--- src/rtl/intc_pkg.sv ---
// Shared types and constants for the machine-level interrupt controller.
package intc_pkg;

    typedef enum logic [1:0] {
        GW_IDLE,
        GW_PENDING,
        GW_IN_SERVICE
    } gw_state_e;

    localparam int ID_W = 5;
    localparam logic [ID_W-1:0] NO_IRQ_ID = '0;

endpackage

--- src/rtl/intc_gateway.sv ---
// Per-source claim/complete gateway. Defining INTC_EDGE_DETECT_EN makes it
// trigger on request rising edges instead of levels.
module intc_gateway
    import intc_pkg::*;
(
    input  logic clk_i,
    input  logic rst_i,
    input  logic req_i,
    input  logic claim_hit_i,
    input  logic complete_hit_i,
    output logic pending_o
);

    gw_state_e state_q;
    logic      pending_q;
    logic      trig;

`ifdef INTC_EDGE_DETECT_EN
    logic req_d_q;

    always_ff @(posedge clk_i) begin
        if (rst_i) begin
            req_d_q <= 1'b0;
        end else begin
            req_d_q <= req_i;
        end
    end

    // Edges seen outside IDLE are dropped, as the FSM only looks at trig in IDLE
    assign trig = req_i & ~req_d_q;
`else
    assign trig = req_i;
`endif

    always_ff @(posedge clk_i) begin
        if (rst_i) begin
            state_q   <= GW_IDLE;
            pending_q <= 1'b0;
        end else begin
            case (state_q)
                GW_IDLE: begin
                    if (trig) begin
                        state_q   <= GW_PENDING;
                        pending_q <= 1'b1;
                    end
                end
                GW_PENDING: begin
                    if (claim_hit_i) begin
                        state_q   <= GW_IN_SERVICE;
                        pending_q <= 1'b0;
                    end
                end
                GW_IN_SERVICE: begin
                    if (complete_hit_i) begin
                        state_q <= GW_IDLE;
                    end
                end
                default: begin
                    state_q   <= GW_IDLE;
                    pending_q <= 1'b0;
                end
            endcase
        end
    end

    assign pending_o = pending_q;

endmodule

--- src/rtl/interrupt_controller.sv ---
// Memory-mapped machine interrupt controller: MSIP, timer pass-through and
// prioritised external sources. Optional macro: INTC_EDGE_DETECT_EN.
module interrupt_controller
    import intc_pkg::*;
#(
    parameter int DATA_WIDTH   = 32,
    parameter int ADDRESS_BITS = 32,
    parameter int NUM_SOURCES  = 8,
    parameter logic [ADDRESS_BITS-1:0] MSIP_ADDR    = 'h0020_0000,
    parameter logic [ADDRESS_BITS-1:0] PENDING_ADDR = 'h0C00_1000,
    parameter logic [ADDRESS_BITS-1:0] ENABLE_ADDR  = 'h0C00_2000,
    parameter logic [ADDRESS_BITS-1:0] CLAIM_ADDR   = 'h0C20_0004
) (
    input  logic                      clock,
    input  logic                      reset,
    input  logic                      readEnable,
    input  logic                      writeEnable,
    input  logic [DATA_WIDTH/8-1:0]   writeByteEnable,
    input  logic [ADDRESS_BITS-1:0]   address,
    input  logic [DATA_WIDTH-1:0]     writeData,
    output logic [DATA_WIDTH-1:0]     readData,
    input  logic                      timer_interrupt,
    input  logic [NUM_SOURCES-1:0]    irq_sources,
    output logic                      software_interrupt,
    output logic                      timer_interrupt_out,
    output logic                      external_interrupt
);

    logic [NUM_SOURCES:1]  pending;
    logic [NUM_SOURCES:1]  pend_en;
    logic [NUM_SOURCES:1]  enable_q, enable_d;
    logic [NUM_SOURCES:1]  claim_hit, complete_hit;
    logic [ID_W-1:0]       claim_id;
    logic [DATA_WIDTH-1:0] readData_q, readData_d;
    logic                  msip_q, msip_d;
    logic                  timer_q;
    logic                  ext_q;
    logic                  rd, wr;
    logic                  hit_msip, hit_pending, hit_enable, hit_claim;
    logic                  unused_bus;

    // A simultaneous write suppresses the read and any claim side effect
    assign rd          = readEnable & ~writeEnable;
    assign wr          = writeEnable;
    assign hit_msip    = (address == MSIP_ADDR);
    assign hit_pending = (address == PENDING_ADDR);
    assign hit_enable  = (address == ENABLE_ADDR);
    assign hit_claim   = (address == CLAIM_ADDR);
    assign pend_en     = pending & enable_q;
    assign unused_bus  = ^{writeData, writeByteEnable};

    for (genvar g = 1; g <= NUM_SOURCES; g++) begin : g_gw
        intc_gateway u_gw (
            .clk_i          (clock),
            .rst_i          (reset),
            .req_i          (irq_sources[g-1]),
            .claim_hit_i    (claim_hit[g]),
            .complete_hit_i (complete_hit[g]),
            .pending_o      (pending[g])
        );
    end

    // Lowest ID wins: scan downward so the last match is the smallest ID
    always_comb begin
        claim_id = NO_IRQ_ID;
        for (int i = NUM_SOURCES; i >= 1; i--) begin
            if (pend_en[i]) claim_id = ID_W'(i);
        end
    end

    always_comb begin
        claim_hit    = '0;
        complete_hit = '0;
        enable_d     = enable_q;
        for (int i = 1; i <= NUM_SOURCES; i++) begin
            claim_hit[i]    = rd && hit_claim && (claim_id == ID_W'(i));
            complete_hit[i] = wr && hit_claim && writeByteEnable[0] &&
                              (writeData[ID_W-1:0] == ID_W'(i));
            if (wr && hit_enable && writeByteEnable[i/8]) enable_d[i] = writeData[i];
        end
    end

    always_comb begin
        msip_d = msip_q;
        if (wr && hit_msip && writeByteEnable[0]) msip_d = writeData[0];
    end

    always_comb begin
        readData_d = '0;
        if (rd) begin
            if (hit_pending)     readData_d[NUM_SOURCES:1] = pending;
            else if (hit_enable) readData_d[NUM_SOURCES:1] = enable_q;
            else if (hit_claim)  readData_d[ID_W-1:0]      = claim_id;
            else if (hit_msip)   readData_d[0]             = msip_q;
        end
    end

    always_ff @(posedge clock) begin
        if (reset) begin
            enable_q   <= '0;
            msip_q     <= 1'b0;
            readData_q <= '0;
            timer_q    <= 1'b0;
            ext_q      <= 1'b0;
        end else begin
            enable_q   <= enable_d;
            msip_q     <= msip_d;
            readData_q <= readData_d;
            timer_q    <= timer_interrupt;
            ext_q      <= |pend_en;
        end
    end

    assign readData            = readData_q;
    assign software_interrupt  = msip_q;
    assign timer_interrupt_out = timer_q;
    assign external_interrupt  = ext_q;

endmodule
--- config.mk ---
export PLATFORM = sky130hd
export DESIGN_NAME = interrupt_controller
export DESIGN_NICKNAME = d
export VERILOG_FILES = /design/src/rtl/intc_pkg.sv /design/src/rtl/intc_gateway.sv /design/src/rtl/interrupt_controller.sv
export SDC_FILE = /design/constraint.sdc
export NUM_CORES = 1
export LEC_CHECK = 0
export BUFFER_PORTS_ARGS = -buffer_cell sky130_fd_sc_hd__buf_2
export CAP_MARGIN = 20
export CORE_MARGIN = 5
export CORE_UTILIZATION = 47
export DETAILED_ROUTE_END_ITERATION = 6
export PLACE_DENSITY = 0.8
export SLEW_MARGIN = 30
export SYNTH_ARGS = -nofsm -noshare
export SYNTH_HDL_FRONTEND = slang
export SYNTH_SLANG_ARGS = --single-unit
--- constraint.sdc ---
create_clock -name clock -period 2.25 [get_ports clock]
set_input_delay 0.225 -clock clock [delete_from_list [all_inputs] [get_ports clock]]
set_output_delay 0.225 -clock clock [all_outputs]
set_load 0.03 [all_outputs]
* Word-level counts from Yosys, hierarchy flattened *
Cells that the tools add are included.
W data, S select, Z words.

word-level totals
  bits in registers = 67
  input port bits = 81
  logic and storage cells = 217

operators by class
  eq/ne operators = 60
  muxes and demuxes = 70
  bitwise gates (word level) = 12
  reduce and logical (&&, ||, !) cells = 51

operators by type and width
  operator                count
  $eq A32 B28 Y1 const B  3
  $mux W2                 24
  $pmux W2 S3             8
  $reduce_and A3 Y1       16
  $eq A5 B3 Y1 const B    8
  $mux W5                 7
  $eq A32 B22 Y1 const B  1
  $ne A2 B1 Y1 const B    16
  $logic_and A1 B1 Y1     24
  $pmux W1 S3             8
  $eq A5 B2 Y1 const B    4
  $mux W1                 18
  $eq A2 B1 Y1 const B    8
  $eq A2 B2 Y1 const B    8
  $logic_not A2 Y1        8
  $mux W4                 4
  $ne A2 B2 Y1 const B    8
  $eq A5 B1 Y1 const B    2
  $eq A5 B4 Y1 const B    2
  $not A1 Y1              10
  $and A8 B8 Y8           1
  $mux W8                 1
  $reduce_or A8 Y1        1
  $reduce_or A4 Y1        1
  other kinds (2)         2

* Longest topological paths before layout *
Gate-level depths: netlist of the first run.

  word-level depth = 13
  depth in mapped cells = 6
  depth with buffers taken out = 5

* Cells and area by module *
From an unflattened synthesis of the first run, not the netlist that was laid out.

unflattened totals
  cell total of the unflattened synthesis = 280
  area, all modules = 2,383.5 µm²

by module, submodules not included
  module                instances  cells each  area an instance (µm²)
  interrupt_controller  1          168         1,412.6
  intc_gateway          8          14          121.4

* Worst setup path before layout of the first run *
Ideal clock, no wire load.

  path type = input -> register
  start = input address[20]
  end = register g_gw[8].u_gw.state_q[1]
  setup time = 0.117 ns
  data arrival time = 1.839 ns
  data required time = 2.133 ns
  path slack = 0.295 ns
  stages on the path = 5
  path through = nor4_1 -> nand3_2 -> or3_1 -> or4_1 -> a22o_1

between the ends
  word-level cells in the longest chain between the ends = 6
  elaborated cells between the ends (all ways) = 9
  classes of those cells = 3 x eq/ne; 6 x reduce/logical

ends and longest elaborated chain
  element                            line                        RTL
  start, declared                    interrupt_controller.sv:19  input logic [ADDRESS_BITS-1:0] address,
  $eq A32 B28 Y1 *                   interrupt_controller.sv:48  assign hit_claim = (address == CLAIM_ADDR);
  $logic_and A1 B1 Y1 (3 in series)  interrupt_controller.sv:77  complete_hit[i] = wr && hit_claim && writeByteEnable[0] &&
  $ne A2 B1 Y1 (no line)             --
  $reduce_and A3 Y1 (no line) *      --
  end signal, assigned               intc_gateway.sv:49          state_q <= GW_IN_SERVICE;
  end signal, assigned               intc_gateway.sv:55          state_q <= GW_IDLE;
  end signal, assigned               intc_gateway.sv:59          state_q <= GW_IDLE;
  end, declared                      intc_gateway.sv:14          gw_state_e state_q;

Mark *: on every way between the ends. The rest lies on a longest branch, timed or not.
A chain may end at the register's enable or synchronous reset.

* Worst setup path after layout of the first run *
  start = register g_gw[3].u_gw.pending_q
  end = register g_gw[7].u_gw.state_q[1]

between the ends
  word-level cells in the longest chain between the ends = 8

ends and longest elaborated chain
  element                      line                        RTL
  start, declared              intc_gateway.sv:15          logic pending_q;
  start signal, assigned       intc_gateway.sv:38          pending_q <= 1'b0;
  start signal, assigned       intc_gateway.sv:44          pending_q <= 1'b1;
  start signal, assigned       intc_gateway.sv:50          pending_q <= 1'b0;
  $and A8 B8 Y8                interrupt_controller.sv:49  assign pend_en = pending & enable_q;
  $mux W5 (3 in series)        interrupt_controller.sv:67  if (pend_en[i]) claim_id = ID_W'(i);
  $eq A5 B3 Y1                 interrupt_controller.sv:76  claim_hit[i] = rd && hit_claim && (claim_id == ID_W'(i));
  $logic_and A1 B1 Y1          interrupt_controller.sv:76
  $ne A2 B1 Y1 (no line)       --
  $reduce_and A3 Y1 (no line)  --
  end signal, assigned         intc_gateway.sv:49
  end signal, assigned         intc_gateway.sv:55
  end signal, assigned         intc_gateway.sv:59
  end, declared                intc_gateway.sv:14

No other way between the ends.

==> run_results.csv, run 1 <==
group,metric,value,unit
critical_path,cp-start-kind,"flip-flop",
placed_design,dp.cells,439,
drt,wl_per_cell,15.54,µm
synthesis,ys_warn_count,0,
sta,setup_tns,0,ps
finish,drive_gt1_frac,0.2759,
run,cap_violations,0,
die,die_x,82.55,µm
drt,drcViolationCount,0,
finish,nets,458,
status,outcome,"finished clean",
grt,antenna_found_initial,0,
critical_path,path_cells,"a222oi_1 -> buf_4 -> o2111ai_2 -> nand3b_4 -> or4_1 -> a21oi_1",
clock_tree,h-tree-depth,2,
pwr,fin_total_pwr,1.519,mW
drt,drtAntennaViolNets,0,
grt,groute.usage.overall,0.2078,
pwr,cellPowerDensity,505.8,mW/mm²
critical_path,critPathCapture,"g_gw[7].u_gw.state_q[1]",
worst_hold_path,holdCritPathClass,"in2reg",
synthesis,ys_types,57,
synthesis,ys_ff_latch,44,
synthesis,synth-main-ff-cell,"dfxtp_1",
critical_path,worstSetupStartpoint,"g_gw[3].u_gw.pending_o",
clock_tree,cts_tree,"yes",
drt,dr.pass1.iters,5,
drt,via_per_inst,5.575,
synthesis,synth_async_sr_flop_share,0,
die,die_height,82.55,µm
critical_path,reg2reg_depth,6,
clock_tree,cts_buffers,5,
clock_tree,clock_latency,300,ps
sta,hold_viol,0,
clock_tree,path_clk_slew,80,ps
grt,grt_overflow_total,0,
critical_path,critPathMaxFanout,7,
critical_path,crit_path_end_kind,"flip-flop",
sta,rsz0062_at_grt,"no",
finish,syn_to_final_growth,21.40,%
finish,final_common_cell,"buf_2",
drt,num_vias,2492,
drt,drt_wl_total,6946,µm
synthesis,ys_seq_area_frac,0.3561,
pwr,ir_drop,0.0002827,V
critical_path,r2r_slack,230,ps
drt,drt_iter0_drc,260,
placed_design,place.gp.congestion,1.008,
sta,slew_violations,0,
finish,instances_no_fill,447,
finish,diodes,0,
grt,grt_pass1_vias,2253,
grt,grt_max_degree,21,
placed_design,detailed_place_hpwl,5561,µm
critical_path,slowest_stage,"or4_1",
clock_tree,cts_max_path_buffers,2,
finish,fill_cells,487,
placed_design,port_buffers,67,
die,initial_core_util,0.4843,
die,ioPinCount,116,
synthesis,synth_enable_flop_cells,0,
sta,fin_crit,2023,ps
die,dieArea,0.006814,mm²
critical_path,cp_data_required_time,2480,ps
sta,maxSlewHeadroom,0.6547,
finish,layout_common_cells,"buf_2 (67), dfxtp_1 (44), nor2_1 (27)",
grt,grt_pass1_wl,10760,µm
critical_path,critical_path_class,"reg2reg",
finish,area.sequential,880.8,µm²
clock_tree,hold_buffers,0,
critical_path,reg2reg_to,"g_gw[7].u_gw.state_q[1]",
clock_tree,clockRootBuffer,"clkbuf_8",
sta,setup_viol,0,
synthesis,synth_area,0.002474,mm²
die,std_cell_rows,26,
die,core,0.005107,mm²
synthesis,synth.avg_cell_area,8.414,µm²
sta,skew,7.287,ps
sta,max_freq,494.4,MHz
synthesis,synth_cells,294,
critical_path,slowest_delay,490,ps
pwr,p_leak,1.195,nW
clock_tree,cts.sinks,44,
critical_path,r2r_start,"g_gw[3].u_gw.pending_o",
critical_path,critPathArrivalTime,2250,ps
sta,finalCritPeriodShare,0.8989,
finish,multi_input_area,0.001419,mm²
sta,tightest_slew,516.9,ps
## worst min path at each step
| stage | slack, ps | startpoint | cells past startpoint | endpoint |
|---|---|---|---|---|
| 3_5_place_dp | 440 | timer_interrupt | 2 | timer_interrupt_out |
| 4_1_cts | 130 | timer_interrupt | 2 | timer_interrupt_out |
| 3_3_place_gp | 440 | timer_interrupt | 2 | timer_interrupt_out |
| 2_1_floorplan | 350 | timer_interrupt | 1 | timer_interrupt_out |
| 6_report | 130 | timer_interrupt | 2 | timer_interrupt_out |
| 5_1_grt | 120 | timer_interrupt | 2 | timer_interrupt_out |
## timing repair
action	in CTS	in global routing
buffers inserted	0	1
setup endpoints to repair	0	3
gates resized for setup	0	2
## Yosys cell counts, drive strengths merged, types with 5 or more instances
library cell   n  share of area
dfxtp         44           0.36
nor2          27          0.041
buf           26          0.075
a21oi         20          0.040
nand2         17          0.026
inv           16          0.024
nor4          15          0.054
o21ai         11          0.022
mux2i          9          0.036
nor2b          9          0.023
nor3           8          0.016
o311ai         8          0.028
a22oi          7          0.021
clkbuf         6         0.0091
or4            6          0.018
a31oi          5          0.013
nand3          5          0.012
o211ai         5          0.015
## metrics by stage
stage | utilization | hold slack (ps) | area (µm²) | setup WS (ps)
floorplan | - | 353.2 | 2556 | 294.6
global placement | 0.5691 | 441.4 | 2907 | 155.1
detailed placement | 0.5691 | 439.1 | 2907 | 119.7
CTS | 0.5843 | 125.7 | 2984 | 183.3
global route | 0.5879 | 123.3 | 3003 | 92.54
finish | 0.5879 | 131.2 | 3003 | 227.5
## kinds of logic (layout without fill, tap and decap cells)
group	Yosys count	after routing	share of synthesized area
simple gates	115	115	0.2823
compound gates	77	77	0.2155
buf+inv	48	109	0.1082
flops	44	44	0.3561
mux	9	9	0.03642
other cells	1	23	0.001516
## routing by layer
| layer | share of wire | GRT usage |
|---|---|---|
| met1 | 0.43 | 0.2661 |
| met2 | 0.48 | 0.3518 |
| met3 | 0.069 | 0.03905 |
| met4 | 0.022 | 0.06536 |
| met5 | 0 | 0 |
## critical path, delay by kind of cell, from the launching register on
family / cells / cell delay, ps
simple gates: 2 / 720
compound gates: 3 / 660
flops: 1 / 390
buf+inv: 1 / 180
## flip-flops by register name (all words and copies together) (netlist names)
name / cells
g_gw.u_gw.state_q: 16
readData: 9
enable_q: 8
g_gw.u_gw.pending_o: 8
external_interrupt: 1
software_interrupt: 1
timer_interrupt_out: 1
## power by group
group,internal [mW],switching (mW)
combinational,0.0825,0.139
clock,0.211,0.246
sequential,0.805,0.0348
## layout make-up
type                    instances  area share
inverters                      16     0.02000
clock inverters                 1    0.001667
flip-flops and latches         44      0.2933
repair buffers                 86      0.1592
clock buffers                   6     0.02417
well taps                      70     0.02917
multi-input cells             224      0.4725
No activity file was read; power rests on OpenSTA's default activity.
==> inputs of run 2 (changes only) <==
--- a/config.mk
+++ b/config.mk
@@ -5,10 +5,11 @@
 export SDC_FILE = /design/constraint.sdc
 export NUM_CORES = 1
 export LEC_CHECK = 0
+export ABC_AREA = 1
 export BUFFER_PORTS_ARGS = -buffer_cell sky130_fd_sc_hd__buf_2
 export CAP_MARGIN = 20
 export CORE_MARGIN = 5
-export CORE_UTILIZATION = 47
+export CORE_UTILIZATION = 48
 export DETAILED_ROUTE_END_ITERATION = 6
 export PLACE_DENSITY = 0.8
 export SLEW_MARGIN = 30
==> run_results.csv, run 2 <==
group,metric,value,unit
sta,finalCritPeriodShare,0.7828,
placed_design,port_buffers,67,
sta,whs,130.5,ps
clock_tree,cts_buffers,5,
synthesis,ys_seq_area_frac,0.3264,
finish,syn_to_final_growth,14.60,%
worst_hold_path,holdCritPathClass,"in2reg",
sta,slew_violations,0,
critical_path,cp_data_required_time,2410,ps
clock_tree,clock_latency,300,ps
die,core,0.005473,mm²
clock_tree,clockRootBuffer,"clkbuf_8",
drt,dr.pass1.iters,5,
synthesis,synth_common_cells,"nand2_1 (95), inv_1 (52), dfxtp_1 (44)",
clock_tree,hold_buffers,0,
sta,fin_crit,1761,ps
sta,maxSlewHeadroom,0.6170,
placed_design,place.gp.congestion,0.8783,
finish,final_common_cell,"nand2_1",
grt,grt_overflow_total,0,
drt,via_per_inst,4.893,
placed_design,detailed_place_hpwl,5349,µm
pwr,p_clk_frac,0.303,
worst_hold_path,whs_path_depth,3,
sta,hold_viol,0,
pwr,cellPowerDensity,505.9,mW/mm²
status,outcome,"finished clean",
sta,skew,7.152,ps
critical_path,cp-start-kind,"flip-flop",
drt,wl_per_cell,11.91,µm
synthesis,synth_top_area_share,0.3264,
clock_tree,cts.sinks,44,
drt,drtAntennaViolNets,0,
die,dieArea,0.007222,mm²
finish,fill_cells,543,
synthesis,ys_types,41,
finish,area.sequential,880.8,µm²
clock_tree,h-tree-depth,2,
die,die_x,84.99,µm
synthesis,yosys.area.top_type,"dfxtp_1",
drt,drt_wl_total,6456,µm
clock_tree,cts_tree,"yes",
pwr,p_seq_frac,0.530,
sta,rsz0062_at_grt,"no",
placed_design,dp.cells,535,
sta,setup_viol,0,
drt,drcViolationCount,0,
finish,multi_input_area,0.001495,mm²
finish,diodes,0,
finish,nets,551,
pwr,switching_power,463.6,µW
synthesis,synth_async_sr_flop_share,0,
drt,num_vias,2652,
critical_path,crit_path_end_kind,"flip-flop",
die,initial_core_util,0.4931,
finish,largest_reg_flops,16,
clock_tree,cts_max_path_buffers,2,
pwr,swShare,0.2963,
clock_tree,post-cts-setup-buffers,0,
pwr,power_frac_comb,0.166,
synthesis,synth_area,0.002699,mm²
synthesis,synth-main-ff-cell,"dfxtp_1",
clock_tree,cts-resized-gates,0,
finish,instances_no_fill,542,
grt,antenna_found_initial,0,
pwr,ir_drop,0.0003568,V
die,die_height,84.99,µm
grt,grt_pass1_wl,10410,µm
grt,grt_max_degree,30,
clock_tree,path_clk_slew,80,ps
run,cap_violations,0,
critical_path,critPathArrivalTime,1920,ps
synthesis,synth.area.top_cells,"dfxtp_1 (33%), nand2_1 (13%), inv_1 (7.2%)",
sta,tightest_slew,574.5,ps
sta,setup_ws,488.8,ps
grt,groute.usage.overall,0.1751,
synthesis,ys_ff_latch,44,
die,std_cell_rows,27,
finish,layout_common_cells,"nand2_1 (95), buf_2 (67), inv_1 (52)",
synthesis,synth_enable_flop_cells,0,
finish,fin_util,0.5652,
sta,setup_tns,0,ps
synthesis,synth.most_common_cell,"nand2_1",
finish,regMostFlops,"g_gw.u_gw.state_q",
critical_path,critical_path_class,"reg2reg",
synthesis,ys_warn_count,0,
pwr,p_leak,1.546,nW
drt,drt_iter0_drc,154,
die,ioPinCount,116,
finish,drive_gt1_frac,0.2298,
sta,max_freq,567.8,MHz
grt,grt_pass1_vias,2369,
synthesis,synth.avg_cell_area,6.730,µm²
synthesis,synth_cells,401,
placed_design,pre_cts_slack,404.4,ps
critical_path,reg2reg_depth,10,
critical_path,critPathMaxFanout,6,
pwr,internal_power,1.101,mW
-- run 2: cell types whose count changed in the layout (fill, tap and decap cells not counted), sizes merged, moves of 9 or more --
cell / before / now
nand2: 17 / 99
inv: 16 / 55
nor2: 27 / 55
nand3: 5 / 28
buf: 86 / 67
nor4: 15 / 1
o21ai: 11 / 23
a21oi: 20 / 29
mux2i: 9 / 0
nor2b: 9 / 0
-- run 2: worst paths after layout --
check                               from                     end  slack, ps
setup / recovery  g_gw[1].u_gw.pending_o  g_gw[7].u_gw.pending_o        490
hold / removal           timer_interrupt     timer_interrupt_out        130
setup reg to reg  g_gw[1].u_gw.pending_o  g_gw[7].u_gw.pending_o        490
hold reg to reg       software_interrupt      software_interrupt        470
-- run 2: final cells by class --
| type | instances | share of cell area |
|---|---|---|
| clock buffer | 5 | 0.02225 |
| clock inverter | 2 | 0.004045 |
| inverter | 56 | 0.06796 |
| multi-input combinational | 296 | 0.4834 |
| sequential | 44 | 0.2848 |
| tap | 72 | 0.02913 |
| timing repair buffer | 67 | 0.1084 |
-- run 2: critical path: stages (launching register included) --
cell and delay [ps]:
dfxtp_1 350, nand2_1 210, nand2_1 110, nor2_1 190, nand3_1 100, nor2_1 310, nand2_1 90, nand2_1 110
nand2_1 60, nand2_1 50, a21oi_1 50
-- run 2: cell families (layout without fill, tap and decap cells) --
kind of cell           Yosys count  count (layout)  share of synthesized area
DFF                             44              44                     0.3264
AOI/OAI and AO/OA               68              68                     0.1479
and+or+nand+nor                205             205                     0.3741
buffers and inverters           83             130                     0.1502
other                            1              23                   0.001389
-- run 2: power by group through the flow --
stage	sequential (mW)	clock (mW)	combinational, mW
finish	0.830	0.474	0.260
global route	0.833	0.505	0.292
CTS	0.830	0.479	0.259
detailed placement	0.848	0	0.259
global placement	0.847	0	0.251
floorplan	0.841	0	0.205
-- run 2: per-layer routing --
metal	share of wire	routed length, µm	vias to the layer above	GRT usage
li1	-	-	1391	-
met1	0.43	2804	1173	0.2212
met3	0.063	404	13	0.03689
met5	0	0	-	0
met4	0.020	126	0	0.04892
met2	0.48	3121	75	0.3001
-- run 2: metrics by stage --
step	cell area (µm²)	total power, mW
3_5_place_dp	3012	1.107
4_1_cts	3093	1.568
3_3_place_gp	3012	1.098
2_1_floorplan	2781	1.046
6_report	3093	1.565
5_1_grt	3093	1.630
==> inputs of run 3 (changes only) <==
==> constraint.sdc (replaced) <==
create_clock -name clock -period 1.65 [get_ports clock]
set_input_delay 0.165 -clock clock [delete_from_list [all_inputs] [get_ports clock]]
set_output_delay 0.165 -clock clock [all_outputs]
set_load 0.03 [all_outputs]
==> run_results.csv, run 3 (synthesized netlist as in run 2, its figures left out) <==
group,metric,value,unit
status,outcome,"finished clean",
grt,antenna_found_initial,0,
critical_path,critPathMaxFanout,4,
clock_tree,cts.sinks,44,
clock_tree,post-cts-setup-buffers,0,
drt,drt_wl_total,6891,µm
finish,largest_reg_flops,16,
drt,drtAntennaViolNets,0,
finish,instances_no_fill,557,
critical_path,crit_path_end_kind,"flip-flop",
clock_tree,cts_buffers,5,
pwr,ir_drop,0.0004243,V
placed_design,postPlaceCellArea,0.003124,mm²
critical_path,crit_top_cell,"nand2_1",
sta,fin_crit,1524,ps
sta,whs,65.22,ps
placed_design,dp.cells,550,
clock_tree,cts_max_path_buffers,2,
grt,grt_pass1_vias,2488,
grt,grt_overflow_total,0,
pwr,cellPowerDensity,662.4,mW/mm²
placed_design,place.gp.congestion,0.8839,
placed_design,detailed_place_hpwl,5619,µm
finish,drive_gt1_frac,0.2742,
critical_path,cp_top_family,"simple AND/OR/NAND/NOR gates",
sta,slew_violations,0,
critical_path,slowest_stage,"dfxtp_2",
clock_tree,cts-resized-gates,0,
grt,grt_max_degree,28,
pwr,p_leak,1.643,nW
sta,finalCritPeriodShare,0.9239,
die,dieArea,0.007222,mm²
die,std_cell_rows,27,
drt,wl_per_cell,12.37,µm
finish,syn_to_final_growth,20.03,%
die,core,0.005473,mm²
drt,dr.pass1.iters,7,
finish,regMostFlops,"g_gw.u_gw.state_q",
finish,fill_cells,514,
sta,setup_ws,125.6,ps
finish,diodes,0,
critical_path,critical_path_class,"reg2reg",
finish,fin_util,0.5919,
critical_path,cp_num_buf_inv,2,
critical_path,cp_data_required_time,1830,ps
critical_path,critPathArrivalTime,1700,ps
die,ioPinCount,116,
finish,nets,566,
die,initial_core_util,0.4931,
critical_path,path_cells,"nand2_1 -> nand2_1 -> inv_1 -> nand2_2 -> nor2_4 -> nand3_1 -> nor2_1 -> buf_4 -> nand2_1 -> nand2_1 -> nand2_1 -> nand2_1 -> a21oi_1",
drt,via_per_inst,5.020,
critical_path,slowest_delay,340,ps
worst_hold_path,holdCritPathClass,"in2reg",
clock_tree,path_clk_slew,80,ps
sta,max_freq,656.0,MHz
clock_tree,clock_latency,300,ps
clock_tree,hold_buffers,0,
sta,setup_viol,0,
pwr,fin_total_pwr,2.146,mW
sta,setup_tns,0,ps
finish,final_cell_area,0.003239,mm²
drt,drcViolationCount,0,
die,die_x,84.99,µm
grt,groute.usage.overall,0.1848,
finish,layout_common_cells,"nand2_1 (92), buf_2 (67), inv_1 (52)",
drt,drt_iter0_drc,175,
sta,hold_viol,0,
finish,final_common_cell,"nand2_1",
grt,grt_pass1_wl,10860,µm
die,die_height,84.99,µm
clock_tree,clockRootBuffer,"clkbuf_8",
sta,skew,3.087,ps
placed_design,port_buffers,67,
clock_tree,cts_tree,"yes",
run,cap_violations,0,
clock_tree,h-tree-depth,2,
drt,num_vias,2796,
critical_path,cp-start-kind,"flip-flop",
placed_design,pre_cts_slack,-8.631,ps
==> run 3: changes by cell type in the layout (fill, tap and decap cells not counted), moves of 2 or more <==
cell     change
dfxtp_2      +3
nor2_1       -3
nand2_1      -3
nor2_2       +2
buf_4       +15
dfxtp_1      -3
nand2_2      +3
==> run 3: final timing paths <==
kind	cells after the start	slack, ps	end	from
min	3	70	timer_interrupt_out	timer_interrupt
max reg2reg	13	130	g_gw[6].u_gw.pending_o	enable_q[2]
max	13	130	g_gw[6].u_gw.pending_o	enable_q[2]
min reg2reg	2	470	software_interrupt	software_interrupt
==> run 3: metal layers <==
metal,GRT usage,up-vias,part of all wire
met2,0.3107,103,0.48
met1,0.2243,1252,0.41
met5,0,-,0
li1,-,1424,-
met3,0.04563,17,0.088
met4,0.07626,0,0.020
==> run 3: worst register-to-register path: stages (launching register included) <==
cell and delay, ps:
dfxtp_2 340, nand2_1 90, nand2_1 60, inv_1 80, nand2_2 70, nor2_4 140, nand3_1 90, nor2_1 90
buf_4 150, nand2_1 50, nand2_1 80, nand2_1 50, nand2_1 60, a21oi_1 60
==> run 3: layout make-up <==
class	count	area, µm²	share of cell area
Clock buffer	6	72.57	0.02240
Clock inverter	1	5.005	0.001545
Inverter	56	210.2	0.06489
Multi-Input combinational cell	296	1529	0.4720
Sequential cell	44	884.6	0.2731
Tap cell	72	90.09	0.02781
Timing Repair Buffer	82	447.9	0.1383
==> run 3: power by group <==
part	internal (mW)	total (mW)	leakage (nW)	switching, mW
combinational	0.131	0.386	1.24	0.255
sequential	1.10	1.13	0.361	0.0232
clock	0.288	0.634	0.0410	0.346
total	1.52	2.15	1.64	0.625
